### config.mk
export PLATFORM = sky130hd
export DESIGN_NAME = ms_mine_field_gen
export DESIGN_NICKNAME = d
export VERILOG_FILES = /design/src/rtl/ms_mine_field_gen.sv
export SDC_FILE = /design/constraint.sdc
export NUM_CORES = 1
export LEC_CHECK = 0
export ABC_AREA = 1
export CAP_MARGIN = 40
export CORE_MARGIN = 8
export CORE_UTILIZATION = 51
export CTS_BUF_LIST = sky130_fd_sc_hd__clkbuf_4 sky130_fd_sc_hd__clkbuf_8
export CTS_CLUSTER_DIAMETER = 50
export DETAILED_ROUTE_END_ITERATION = 6
export PLACE_DENSITY_LB_ADDON = 0.12
export SLEW_MARGIN = 20
export SYNTH_ARGS = -nofsm -noshare
export SYNTH_HDL_FRONTEND = slang
export SYNTH_SLANG_ARGS = --single-unit
### constraint.sdc
create_clock -name clk -period 1.82 [get_ports clk]
set_input_delay 0.182 -clock clk [delete_from_list [all_inputs] [get_ports clk]]
set_output_delay 0.182 -clock clk [all_outputs]
set_load 0.01 [all_outputs]
### src/rtl/ms_mine_field_gen.sv
// Minesweeper mine-field generator: a free-running 16-bit LFSR supplies cell indices,
// and an IDLE/GEN/DONE FSM places MINES distinct mines into a 64-bit occupancy vector.
module ms_mine_field_gen #(
   parameter int          MINES = 10,
   parameter logic [15:0] SEED  = 16'hACE1
) (
   input  logic        clk,
   input  logic        n_reset,
   input  logic        enable,
   input  logic        start,
   output logic [5:0]  rand_idx,
   output logic [63:0] mine,
   output logic        gen_done
);

   typedef enum logic [1:0] {
      IDLE,
      GEN,
      DONE
   } state_t;

   localparam logic [6:0] MINES_C = 7'(MINES);

   logic [15:0] lfsr_q, lfsr_d;
   state_t      state_q, state_d;
   logic [63:0] mine_q, mine_d;
   logic [6:0]  count_q, count_d;
   logic        gen_done_q, gen_done_d;
   logic [5:0]  idx;

   assign idx = lfsr_q[5:0];

   // Fibonacci LFSR, x^16+x^14+x^13+x^11+1, independent of the FSM
   always_comb begin
      lfsr_d = lfsr_q;
      if (enable) begin
         lfsr_d = {lfsr_q[14:0], lfsr_q[15] ^ lfsr_q[13] ^ lfsr_q[12] ^ lfsr_q[10]};
      end
   end

   always_comb begin
      state_d    = state_q;
      mine_d     = mine_q;
      count_d    = count_q;
      gen_done_d = gen_done_q;
      if (start) begin
         state_d    = GEN;
         mine_d     = '0;
         count_d    = '0;
         gen_done_d = 1'b0;
      end else begin
         case (state_q)
            GEN: begin
               // A collision leaves everything unchanged; the next index is tried next cycle
               if (enable && !mine_q[idx]) begin
                  mine_d[idx] = 1'b1;
                  count_d     = count_q + 7'd1;
                  if (count_q + 7'd1 == MINES_C) begin
                     gen_done_d = 1'b1;
                     state_d    = DONE;
                  end
               end
            end
            default: begin
            end
         endcase
      end
   end

   always_ff @(posedge clk or negedge n_reset) begin
      if (!n_reset) begin
         lfsr_q     <= SEED;
         state_q    <= IDLE;
         mine_q     <= '0;
         count_q    <= '0;
         gen_done_q <= 1'b0;
      end else begin
         lfsr_q     <= lfsr_d;
         state_q    <= state_d;
         mine_q     <= mine_d;
         count_q    <= count_d;
         gen_done_q <= gen_done_d;
      end
   end

   assign rand_idx = lfsr_q[5:0];
   assign mine     = mine_q;
   assign gen_done = gen_done_q;

endmodule

# Word level (Yosys, flattened, before mapping)
# Index checks and enable logic that the tools add are counted.
# W data, S select, Z words.
op_classes:
  shifts: 0
  reduce_logical: 8
  bitwise: 4
  mul: 0
  div_mod_pow: 0
  mux: 18
  add_sub_neg: 1
  eq_ne: 2
  magnitude_cmp: 2
ops:
  columns: ["operator", "n"]
  rows:
  - ["$mux W64", 3]
  - ["$or A64 B64 Y64", 1]
  - ["$mux W7", 3]
  - ["$mux W2", 4]
  - ["$add A7 B1 Y7 const B", 1]
  - ["$eq A7 B4 Y1 const B", 1]
  - ["$lt A6 B7 Y1 const B", 1]
  - ["$bmux W1 S6", 1]
  - ["$demux W1 S6", 1]
  - ["$ge A6 B1 Y1 const B", 1]
  - ["$mux W1", 6]
  - ["$reduce_bool A2 Y1", 3]
  - ["$reduce_and A3 Y1", 1]
  - ["$xor A1 B1 Y1", 3]
  - ["$eq A2 B1 Y1 const B", 1]
  - ["$logic_and A1 B1 Y1", 2]
  - ["$reduce_and A2 Y1", 1]
  - ["$logic_not A1 Y1", 1]
word_totals:
  memories: 0
  register_bits: 90
  rom_bits: 0
  ram_bits: 0
  latchBits: 0

# Logic depth before layout (Yosys ltp)
depth:
  depth_word: 8
  mapped_depth: 17
  depth_no_buf: 14

# Least setup slack after synthesis
# OpenSTA, ideal clock, no wires.
synth_path:
  path_type: "register to register"
  start: "register lfsr_q[5]"
  end: "register mine_q[41] (netlist: mine[41])"
  t_required_ns: 1.703
  arrival_time_ns: 1.782
  stages_incl_launch_ff: 12
  n_path_buf: 2
  setup_slack_ns: -0.079
  path_cell_list: "dfstp_2 buf_4 inv_2 nor3_2 inv_1 nor2_1 nor2_2 nand3_4 nand2_4 buf_6 nand2_1 nand2_1"
synth_between:
  elab_chain_cells: 8
  elab_cells_between_ends: 15
  classes_between: "order compare (2); mux (7); bitwise (1); reduce/logical (5)"
synth_rtl:
  columns: ["item", "line_no", "rtl"]
  rows:
  - ["start, declared", "24", "logic [15:0] lfsr_q, lfsr_d;"]
  - ["start signal, assigned", "78", "lfsr_q <= lfsr_d;"]
  - ["$lt A6 B7 Y1 (not written as such) / $ge A6 B1 Y1 (equally long branches)", "56", "mine_d[idx] = 1'b1;"]
  - ["$logic_and A1 B1 Y1 (not written as such)", "56", null]
  - ["$mux W1 (not written as such)", "56", null]
  - ["$demux W1 S6", "56", null]
  - ["$or A64 B64 Y64 (no line)", null, null]
  - ["$mux W64", "55", "if (enable && !mine_q[idx]) begin"]
  - ["$mux W64", "52", "case (state_q)"]
  - ["$mux W64", "46", "if (start) begin"]
  - ["end signal, assigned", "80", "mine_q <= mine_d;"]
  - ["end, declared", "26", "logic [63:0] mine_q, mine_d;"]
# Parallel ways exist; a longest one is shown, timed or not. The select of a mux whose other input is x is not followed.
# A chain may end at the register's enable or synchronous reset.

# Worst setup path in the final report
layout_path:
  start: "register lfsr_q[0]"
  end: "register count_q[1]"
layout_between:
  elab_chain_cells: 6
layout_rtl:
  columns: ["item", "line_no", "rtl"]
  rows:
  - ["$bmux W1 S6", "55", null]
  - ["$mux W1 (not written as such)", "55", null]
  - ["$logic_not A1 Y1", "55", null]
  - ["$logic_and A1 B1 Y1", "55", null]
  - ["$reduce_bool A2 Y1 (no line)", null, null]
  - ["$reduce_and A2 Y1 (no line)", null, null]
  - ["end signal, assigned", "81", "count_q <= count_d;"]
  - ["end, declared", "27", "logic [6:0] count_q, count_d;"]
# No other way between the ends. The select of a mux whose other input is x is not followed.

==> flow_summary.ini <==
[synthesis]
yosys_warnings = 0
yosys.cell_types.count = 27
synth.avg_cell_area_um2 = 6.880
yosysSeqAreaShare_pct = 42.23
postSynthCellCount = 770
ys_ff_latch = 89
syn_area_mm2 = 0.005298
synth.net_count = 776

[setup_path]
crit_buf_inv = 2
r2r_cells = 12
path_cells = buf_12 > nand2_1 > nand3_1 > nand4_1 > nand2_1 > nand2_1 > nor2_4 > nand3_4 > nand2_4 > buf_12 > nand2_1 > nand2_1
crit_path_start_kind = flop
worstPathMaxFanout = 30
r2r_start = lfsr_q[0]
rr_endpoint = count_q[1]
crit_family = simple AND/OR/NAND/NOR gates
cp_common_cell = nand2_1
crit_arrival_ps = 2360
end_kind = flop
crit_type = flop to flop
rrSetupSlack_ps = -240
cp.required_ps = 2120
cpPeakStageDelay_ps = 590
crit_slowest_cell = dfstp_2

[timing]
setup_slack_ps = -244.6
tightest_slew_ps = 760.1
report.final.setup_viol = 73
fin_worst_skew_ps = 11.12
post-route-min-period_ps = 2065
rsz0062_at_grt = yes
final_hold_viol_count = 0
fmaxAchievable_mhz = 484.4
drv_slew = 0
maxSlewHeadroom_pct = 49.33
fin_crit_sh_pct = 113.4

[floorplan]
coreArea_mm2 = 0.01018
initial_core_util_pct = 52.01
die_w_um = 117.9
num_rows = 37
die_area_mm2 = 0.01391
die_h_um = 117.9
io_pins = 75

[job]
maxCapViolCount = 0

[global_routing]
grt_max_degree = 73
antenna_found_initial = 0
grt_overflow = 0
grt_use_total_pct = 23.04
grt_pass1_wl_um = 26690
grt_pass1_vias = 5495

[placement]
dp_cells = 996
portBuffers = 74
dpl_worst_slack_ps = -220.4
place_congestion = 0.8963
place_hpwl_um = 10850
placed_area_mm2 = 0.006551

[layout]
antenna_cells = 0
synthToLayoutAreaGrowth_pct = 28.48
fin_util_pct = 66.83
fin_area_mm2 = 0.006807
stdcell_count = 1013
fin_nets = 878
layout-drive-gt1-share_pct = 14.25

[cts]
clockBufferDepth = 2
clkLatencyLatePin_ps = 370
cts_tree = built
cts_root_buffer = clkbuf_8
tritoncts.num_buffers = 9
cts.sinks = 89
htree_levels = 3
clkTransAtPathRegs_ps = 100

[worst_hold_path]
hp-start = start
holdPathEnd = mine[57]
worstHoldPathType = input pin to flop
hold_depth = 4

[route]
final_antenna_net_count = 0
routedWlPerCell_um = 15.47
drc = 0
drtIter0Drc = 420
viasPerCell = 5.397
drt_wl_total_um = 15670
vias = 5467
dr.pass1.iters = 5

[run_status]
status = complete, but fails checks
failed_checks = setup timing

[power]
p_leak_nw = 3.325
ir_drop_mv = 0.6354
p_per_area_mw_per_mm2 = 1084
where the power goes:
| part | switching (W) | leakage [nW] | internal, W | total [W] |
|---|---|---|---|---|
| Sequential | 0.000230 | 1.20 | 0.00223 | 0.00246 |
| Combinational | 0.00208 | 2.03 | 0.00142 | 0.00350 |
| Clock | 0.000779 | 0.0962 | 0.000645 | 0.00142 |
placed cells by master (no fill, tap or decap):
master           Yosys  final
buf_4               12     56
o21ai_2              0      2
xnor2_1              4      4
xor2_1               2      2
clkinv_4             0      1
a21oi_1             65     65
inv_6                0      2
ha_1                 2      2
nand2_4              1      1
clkinv_2             0      1
dfstp_2              8      8
nor2_1              44     43
nor3_1               1      1
nand3_1             93     90
nand3_2              0      3
dlygate4sd3_1        0      1
inv_1               59     58
o21ai_1              3      1
o211ai_1             5      5
nand2_1            311    306
nor3_4               1      4
nor2_4               0      2
clkdlybuf4s50_1      0     70
clkbuf_8             0      9
nor3_2               7      4
dlygate4sd2_1        0      2
nor2_2               4      3
dfrtp_1             81     81
nand4_1              4      4
nand2_2              0      5
bufinv_16            0      1
buf_2               13      1
buf_12               0     11
o21a_1               1      1
inv_2                7      8
nand3_4              1      1
o21ai_0             16     16
clkinvlp_4           0      2
worst max path at each step:
stage	start	endpoint	slack [ps]	cells after the start
after floorplan	lfsr_q[0]	mine[45]	-0.7	13
after CTS	lfsr_q[0]	count_q[1]	-260	12
after global routing	lfsr_q[0]	mine[34]	-390	12
final	lfsr_q[0]	count_q[1]	-240	12
after detailed placement	lfsr_q[0]	count_q[1]	-220	12
after global placement	lfsr_q[0]	mine[61]	-150	12
what timing repair did:
action,4_1_cts,5_1_grt
gates resized for setup,4,11
hold buffers,1,0
buffers inserted,0,0
setup endpoints to repair,75,73
pin swaps,0,1
endpoints found under the hold margin,39,0
gates cloned,0,0
sequential cells by signal (all words and copies together) (netlist names):
name,count
state_q,2
lfsr_q,16
count_q,7
mine,64
through the flow:
| step | setup TNS [ps] | hold slack, ps | power, W |
|---|---|---|---|
| after floorplan | -16.10 | -113.6 | 0.004469 |
| after global placement | -9522 | 218.9 | 0.005835 |
| after detailed placement | -13360 | 222.9 | 0.005900 |
| after global routing | -25050 | 364.3 | 0.007823 |
| final | -14550 | 327.4 | 0.007380 |
| after CTS | -15120 | 312.7 | 0.007314 |
synth_stat cells:
| cell | number | area share [%] |
|---|---|---|
| nand2_1 | 311 | 22 |
| nor3_1 | 1 | 0.094 |
| xnor2_1 | 4 | 0.66 |
| nand3_4 | 1 | 0.33 |
| inv_1 | 59 | 4.2 |
| dfstp_2 | 8 | 4.0 |
| nor3_4 | 1 | 0.31 |
| inv_2 | 7 | 0.50 |
| nand4_1 | 4 | 0.47 |
| buf_1 | 4 | 0.28 |
| dfrtp_1 | 81 | 38 |
| o211ai_1 | 5 | 0.71 |
| buf_2 | 13 | 1.2 |
| nand2_4 | 1 | 0.21 |
| clkbuf_1 | 14 | 0.99 |
| xor2_1 | 2 | 0.33 |
| ha_1 | 2 | 0.47 |
| buf_4 | 12 | 1.7 |
| a21oi_1 | 65 | 6.1 |
| nor2_1 | 44 | 3.1 |
| buf_6 | 7 | 1.5 |
| o21ai_0 | 16 | 1.5 |
| nand3_1 | 93 | 8.8 |
| nor3_2 | 7 | 1.3 |
| o21ai_1 | 3 | 0.28 |
| o21a_1 | 1 | 0.14 |
| nor2_2 | 4 | 0.47 |
per-layer routing:
| layer | GRT usage, % | wire length, um | vias to the layer above |
|---|---|---|---|
| met5 | 0 | 0 | - |
| met4 | 8.167 | 301 | 0 |
| met3 | 5.228 | 1042 | 30 |
| met2 | 38.98 | 7641 | 188 |
| met1 | 28.18 | 6683 | 2619 |
| li1 | - | - | 2630 |
cell type report:
class                   count  area [um2]
clock buffers               9       123.9
flip-flops and latches     89        2237
multi-input cells         565        2577
clock inverters             7       76.32
inverters                  66       247.7
well taps                 136       170.2
fillers                   906        3378
repair buffers            141        1374
cells by family (layout without fill, tap and decap cells):
logic type / Yosys count / count (layout) / share of synthesized area (%)
simple gates: 467 / 467 / 37.15
fa+ha+maj: 2 / 2 / 0.4723
buf+inv: 116 / 223 / 10.37
compound gates: 90 / 90 / 8.786
xor+xnor: 6 / 6 / 0.9920
flops: 89 / 89 / 42.23
worst register-to-register path, cell delays in order, from the launching register on:
cell	delay, ps
dfstp_2	590
buf_12	190
nand2_1	90
nand3_1	90
nand4_1	130
nand2_1	90
nand2_1	90
nor2_4	150
nand3_4	110
nand2_4	140
buf_12	190
nand2_1	90
nand2_1	60
Note: power is estimated with default switching activity, not from simulation.
